File: src/rtl/mem_pkg.sv
// mem_pkg: memory command codes, arbiter state encoding and default widths shared with the cpu
package mem_pkg;
  localparam int MEM_ADDR_W = 9;
  localparam int MEM_DATA_W = 16;
  localparam logic [1:0] MEM_NONE = 2'b00;
  localparam logic [1:0] MEM_READ = 2'b01;
  localparam logic [1:0] MEM_WRITE = 2'b10;
  typedef enum logic {ARB = 1'b0, LOCK1 = 1'b1} arb_state_t;
  function automatic logic cmd_active(input logic [1:0] cmd);
    return cmd == MEM_READ || cmd == MEM_WRITE;
  endfunction
endpackage

File: src/rtl/rr_pick2.sv
// rr_pick2: 2-way round-robin picker, ptr selects the winner when both request
module rr_pick2 (
  input  logic [1:0] req,
  input  logic       ptr,
  output logic [1:0] gnt
);
  always_comb gnt = &req ? (ptr ? 2'b10 : 2'b01) : req;
endmodule

File: src/rtl/mem_arbiter.sv
// mem_arbiter: round-robin two-port arbiter with port-1 burst lock in front of a 1-cycle-latency RAM
module mem_arbiter
  import mem_pkg::*;
#(
  parameter int ADDR_W = MEM_ADDR_W,
  parameter int DATA_W = MEM_DATA_W,
  parameter int SEL_BIT = 8,
  parameter int LOCK_MAX = 8
) (
  input  logic              clk,
  input  logic              reset,
  input  logic [1:0]        p0_cmd,
  input  logic [ADDR_W-1:0] p0_addr,
  input  logic [DATA_W-1:0] p0_wdata,
  output logic              p0_ready,
  output logic              p0_rvalid,
  output logic [DATA_W-1:0] p0_rdata,
  input  logic [1:0]        p1_cmd,
  input  logic [ADDR_W-1:0] p1_addr,
  input  logic [DATA_W-1:0] p1_wdata,
  output logic              p1_ready,
  output logic              p1_rvalid,
  output logic [DATA_W-1:0] p1_rdata,
  input  logic              p1_lock,
  output logic [ADDR_W-1:0] ram_addr,
  output logic              ram_write,
  output logic [DATA_W-1:0] ram_din,
  input  logic [DATA_W-1:0] ram_dout,
  output logic              unmapped
);
  localparam int LCW = $clog2(LOCK_MAX + 1);
  arb_state_t state;
  logic rr_ptr, hold, locking, mapped, any_gnt;
  logic rd_v, rd_port, rd_mapped;
  logic [LCW-1:0] lock_cnt, cnt_nxt;
  logic [1:0] req, pick, gnt, g_cmd;
  logic [ADDR_W-1:0] g_addr, last_addr;
  logic [DATA_W-1:0] g_wdata, rd_data, p0_hold, p1_hold;
  rr_pick2 u_pick (.req(req), .ptr(rr_ptr), .gnt(pick));
  always_comb begin
    req = {cmd_active(p1_cmd), cmd_active(p0_cmd)};
    hold = state == LOCK1 && p1_lock && req[1];
    gnt = hold ? 2'b10 : pick;
    any_gnt = |gnt;
    g_cmd = gnt[1] ? p1_cmd : p0_cmd;
    g_addr = gnt[1] ? p1_addr : p0_addr;
    g_wdata = gnt[1] ? p1_wdata : p0_wdata;
    mapped = !g_addr[SEL_BIT];
    locking = gnt[1] && p1_lock;
    cnt_nxt = lock_cnt + 1'b1;
    p0_ready = gnt[0];
    p1_ready = gnt[1];
    ram_addr = any_gnt ? g_addr : last_addr;
    ram_din = g_wdata;
    ram_write = any_gnt && g_cmd == MEM_WRITE && mapped;
    rd_data = rd_mapped ? ram_dout : '0;
    p0_rvalid = rd_v && !rd_port;
    p1_rvalid = rd_v && rd_port;
    p0_rdata = p0_rvalid ? rd_data : p0_hold;
    p1_rdata = p1_rvalid ? rd_data : p1_hold;
  end
  always_ff @(posedge clk or negedge reset) begin
    if (!reset) begin
      state <= ARB;
      rr_ptr <= 1'b0;
      lock_cnt <= '0;
    end else begin
      if (!hold && &req) rr_ptr <= gnt[0];
      if (locking && cnt_nxt != LCW'(LOCK_MAX)) begin
        state <= LOCK1;
        lock_cnt <= cnt_nxt;
      end else begin
        state <= ARB;
        lock_cnt <= '0;
        if (locking) rr_ptr <= 1'b0;
      end
    end
  end
  always_ff @(posedge clk or negedge reset) begin
    if (!reset) begin
      rd_v <= 1'b0;
      rd_port <= 1'b0;
      rd_mapped <= 1'b0;
      unmapped <= 1'b0;
      last_addr <= '0;
      p0_hold <= '0;
      p1_hold <= '0;
    end else begin
      rd_v <= any_gnt && g_cmd == MEM_READ;
      rd_port <= gnt[1];
      rd_mapped <= mapped;
      unmapped <= any_gnt && !mapped;
      if (any_gnt) last_addr <= g_addr;
      if (p0_rvalid) p0_hold <= p0_rdata;
      if (p1_rvalid) p1_hold <= p1_rdata;
    end
  end
endmodule

File: config.mk
export PLATFORM = sky130hd
export DESIGN_NAME = mem_arbiter
export DESIGN_NICKNAME = d
export VERILOG_FILES = /design/src/rtl/mem_pkg.sv /design/src/rtl/rr_pick2.sv /design/src/rtl/mem_arbiter.sv
export SDC_FILE = /design/constraint.sdc
export NUM_CORES = 1
export LEC_CHECK = 0
export BUFFER_PORTS_ARGS = -buffer_cell sky130_fd_sc_hd__buf_4
export CORE_MARGIN = 10
export CORE_UTILIZATION = 40
export DETAILED_ROUTE_END_ITERATION = 10
export GPL_TIMING_DRIVEN = 0
export PLACE_DENSITY = 0.73
export SYNTH_ARGS = -nofsm -noshare
export SYNTH_HDL_FRONTEND = slang
export SYNTH_SLANG_ARGS = --single-unit
File: constraint.sdc
create_clock -name clk -period 4.32 [get_ports clk]
set_input_delay 1.296 -clock clk [delete_from_list [all_inputs] [get_ports clk]]
set_output_delay 1.296 -clock clk [all_outputs]
set_load 0.05 [all_outputs]
==> summary.txt <==
Synthesis
  – Synth unique cells: 35
  – Synth Instances: 267
  – #FFs+latches synth: 51
  – Seq/Total Area, Yosys: 50.0%
  – Syn_area_per_cell: 9.56 sq um
  – Ys Warns: 0
  – Mapped Area: 2550 sq um
  – Post-Syn Nets: 341

Global routing
  – Global route hottest layer: met2
  – First-pass GRT wire length: 13000 um
  – Met3 Use GR: 8.72%
  – Met1 usage: 17.7%
  – Global route overflow: 0
  – Gr usage total: 15.7%
  – Initial antenna violation count: 0
  – Vias in the first global route: 2670
  – Grt met2 use: 25.3%
  – Largest net degree at the start of global routing: 52

Clock tree
  – Postcts setup bufs: 0
  – Clk buf depth: 2
  – CTS buffer count: 5
  – Clock sink count: 51
  – CTS root buffer: clkbuf_8
  – # hold bufs at CTS: 0
  – Clock Latency Late Sink: 0.31 ns
  – Worst-path clk slew: 0.09 ns
  – H-tree levels: 2
  – CTS tree: built
  – Post-CTS Resized: 0

Placed design
  – Post-DP HPWL: 6380 um
  – Buffers on Ports: 135
  – GPL Wtd Cong: 0.796
  – Dpl ws: 0.266 ns

Setup path
  – Worst path arrival time: 2.75 ns
  – Slowest-stage cell, CP: xnor2_1
  – Critical Path, Cell by Cell: buf_4 -> xnor2_1 -> a21oi_4 -> buf_6 -> o21ai_0 -> buf_4
  – Crit path from: p1_cmd[1]
  – Max FO, Critical Path: 10
  – Critical path endpoint category: output pin
  – R2R depth: 5
  – CP Capture Point: ram_addr[5]
  – Flop-to-flop setup slack: 2.70 ns
  – Most used cell along the critical path: buf_4
  – Crit path largest cell delay: 0.46 ns
  – R2R Path End: p0_hold[8]$_DFFE_PN0P_
  – Critical Path RT: 3.02 ns
  – Startpoint class of the critical path: primary input
  – Reg2reg start: rd_v$_DFF_PN0_
  – CP Class: primary input to output pin

Power and ir drop
  – Max VDD drop: 0.380 mV
  – Power Dens Cells: 641 nW/um^2
  – Total leakage power: 0.00191 uW

Timing
  – Slew headroom: 57.9%
  – F_max: 247 MHz
  – Final worst slack: 0.271 ns
  – Worst hold slack: 0.477 ns
  – Slew @ Worst Pin: 0.631 ns
  – Max-slew violations: 0
  – Final hold vios: 0
  – Final period utilization: 93.7%
  – Crit path time final: 4.05 ns
  – Clk_skew: 0.0105 ns
  – Setup violators final: 0
  – RSZ-0062 raised after global routing: no

Route
  – DRT Pass-1 Iters: 6
  – WL per Instance: 16.2 um
  – Total Routed Length: 7910 um
  – # DRC: 0
  – Antenna Nets Post-Route: 0
  – Routed via count: 2489
  – Initial DRC Count: 48
  – Vias/cell: 5.11

Final layout
  – Multi-input logic area: 1180 sq um
  – Synthesis-to-finish area growth: 48.2%
  – Diodes inserted: 0
  – Share of cells above drive strength 1: 40.7%
  – Commonest non-fill, non-tap cells in the layout: buf_4 (136), o21ai_0 (73), nand2_1 (60)
  – Most common cell after layout, fill and taps aside: buf_4
  – Fillers: 560
  – Register Area: 1280 sq um
  – Nets: 483

Die
  – Die area: 9970 sq um
  – Chip width: 99.9 um
  – Die Height: 99.9 um
  – Top Ports: 136
  – CORE AREA: 6280 sq um
  – Row cnt: 29
  – Initial Util: 40.6%

Min path
  – Hold/Removal Path Class: flop to flop

Status
  – Outcome: finished clean

Job
  – Total of max-cap violations: 0
-- synth_stat cells --
cell	instances	share of area, %
a21o_1	1	0.29
a21oi_1	4	0.78
a21oi_4	1	0.64
a22o_1	1	0.34
a31o_2	1	0.34
a31oi_1	1	0.25
and2b_1	1	0.29
and3_1	1	0.25
buf_2	1	0.20
buf_4	1	0.29
buf_6	1	0.44
buf_8	1	0.59
clkbuf_1	12	1.8
dfrtp_1	51	50
ha_1	1	0.49
inv_1	4	0.59
mux2_2	4	1.8
mux2_4	12	7.1
mux2i_1	9	3.5
nand2_1	60	8.8
nand2b_1	2	0.49
nand3_1	1	0.20
nand3b_1	1	0.29
nand4_1	1	0.25
nor2_1	6	0.88
nor3_1	1	0.20
nor3b_1	1	0.29
o211ai_1	2	0.59
o21ai_0	74	15
o21bai_1	1	0.29
o22ai_1	1	0.25
o31ai_1	1	0.29
xnor2_1	3	1.0
xor2_1	3	1.0
xor2_2	1	0.64
-- through the flow --
step	utilization (%)	std cells	TNS (ns)	area, sq um	power [uW]
after CTS	60.2	487	0	3780	2450
final	60.2	487	0	3780	2420
after global placement	58.4	479	0	3670	2090
after global routing	60.2	487	0	3780	2560
after floorplan	-	267	-0.207	2560	1660
after detailed placement	58.4	479	0	3670	2110
-- metal layers --
| layer | share of wire [%] | vias up |
|---|---|---|
| li1 | - | 1201 |
| met4 | 0.61 | 0 |
| met5 | 0 | - |
| met1 | 40 | 1164 |
| met3 | 13 | 5 |
| met2 | 46 | 119 |
-- how the worst min path moves through the flow --
stage                            startpoint                 endpoint  cells past startpoint  slack [ns]
detailed placement   p0_hold[4]$_DFFE_PN0P_   p0_hold[4]$_DFFE_PN0P_                      2        0.46
floorplan            p0_hold[0]$_DFFE_PN0P_   p0_hold[0]$_DFFE_PN0P_                      2        0.44
CTS                 p1_hold[10]$_DFFE_PN0P_  p1_hold[10]$_DFFE_PN0P_                      2        0.48
finish              p1_hold[10]$_DFFE_PN0P_  p1_hold[10]$_DFFE_PN0P_                      2        0.48
global route         p0_hold[9]$_DFFE_PN0P_   p0_hold[9]$_DFFE_PN0P_                      2        0.50
global placement     p0_hold[3]$_DFFE_PN0P_   p0_hold[3]$_DFFE_PN0P_                      2        0.45
-- worst max-delay path: cells and delay by family --
kind                      cells  cell delay [ns]
AOI/OAI and AO/OA             2             0.42
xor gates and xnor gates      1             0.46
buffers and inverters         3             0.57
-- state kept, by name, indices dropped and copies added, names as in the netlist --
register   count
last_addr      9
p0_hold       16
lock_cnt       4
state          1
rd_v           1
rd_port        1
rd_mapped      1
unmapped       1
rr_ptr         1
p1_hold       16
-- final cells by class --
type,count,share of cell area [%]
clock buffers,5,1.82
multi-input cells,196,31.2
well taps,77,2.55
inverters,4,0.397
plain buffers,16,2.22
clock inverters,3,1.22
flip-flops and latches,51,33.8
repair buffers,135,26.8
-- power breakdown --
| part | total, uW | internal [uW] | switching [uW] |
|---|---|---|---|
| combinational | 1410 | 424 | 988 |
| clock | 338 | 175 | 163 |
| sequential | 675 | 627 | 47.6 |
| total | 2420 | 1230 | 1200 |
-- kinds of logic after synthesis --
logic type / Yosys count / share of synthesized area (%)
buffers and inverters: 20 / 3.87
AOI/OAI and AO/OA: 88 / 18.6
muxes: 25 / 12.4
adders and majority gates: 1 / 0.490
and+or+nand+nor: 75 / 12.0
xor gates and xnor gates: 7 / 2.70
DFF: 51 / 50.0
No activity file was read; power rests on OpenSTA's default activity.
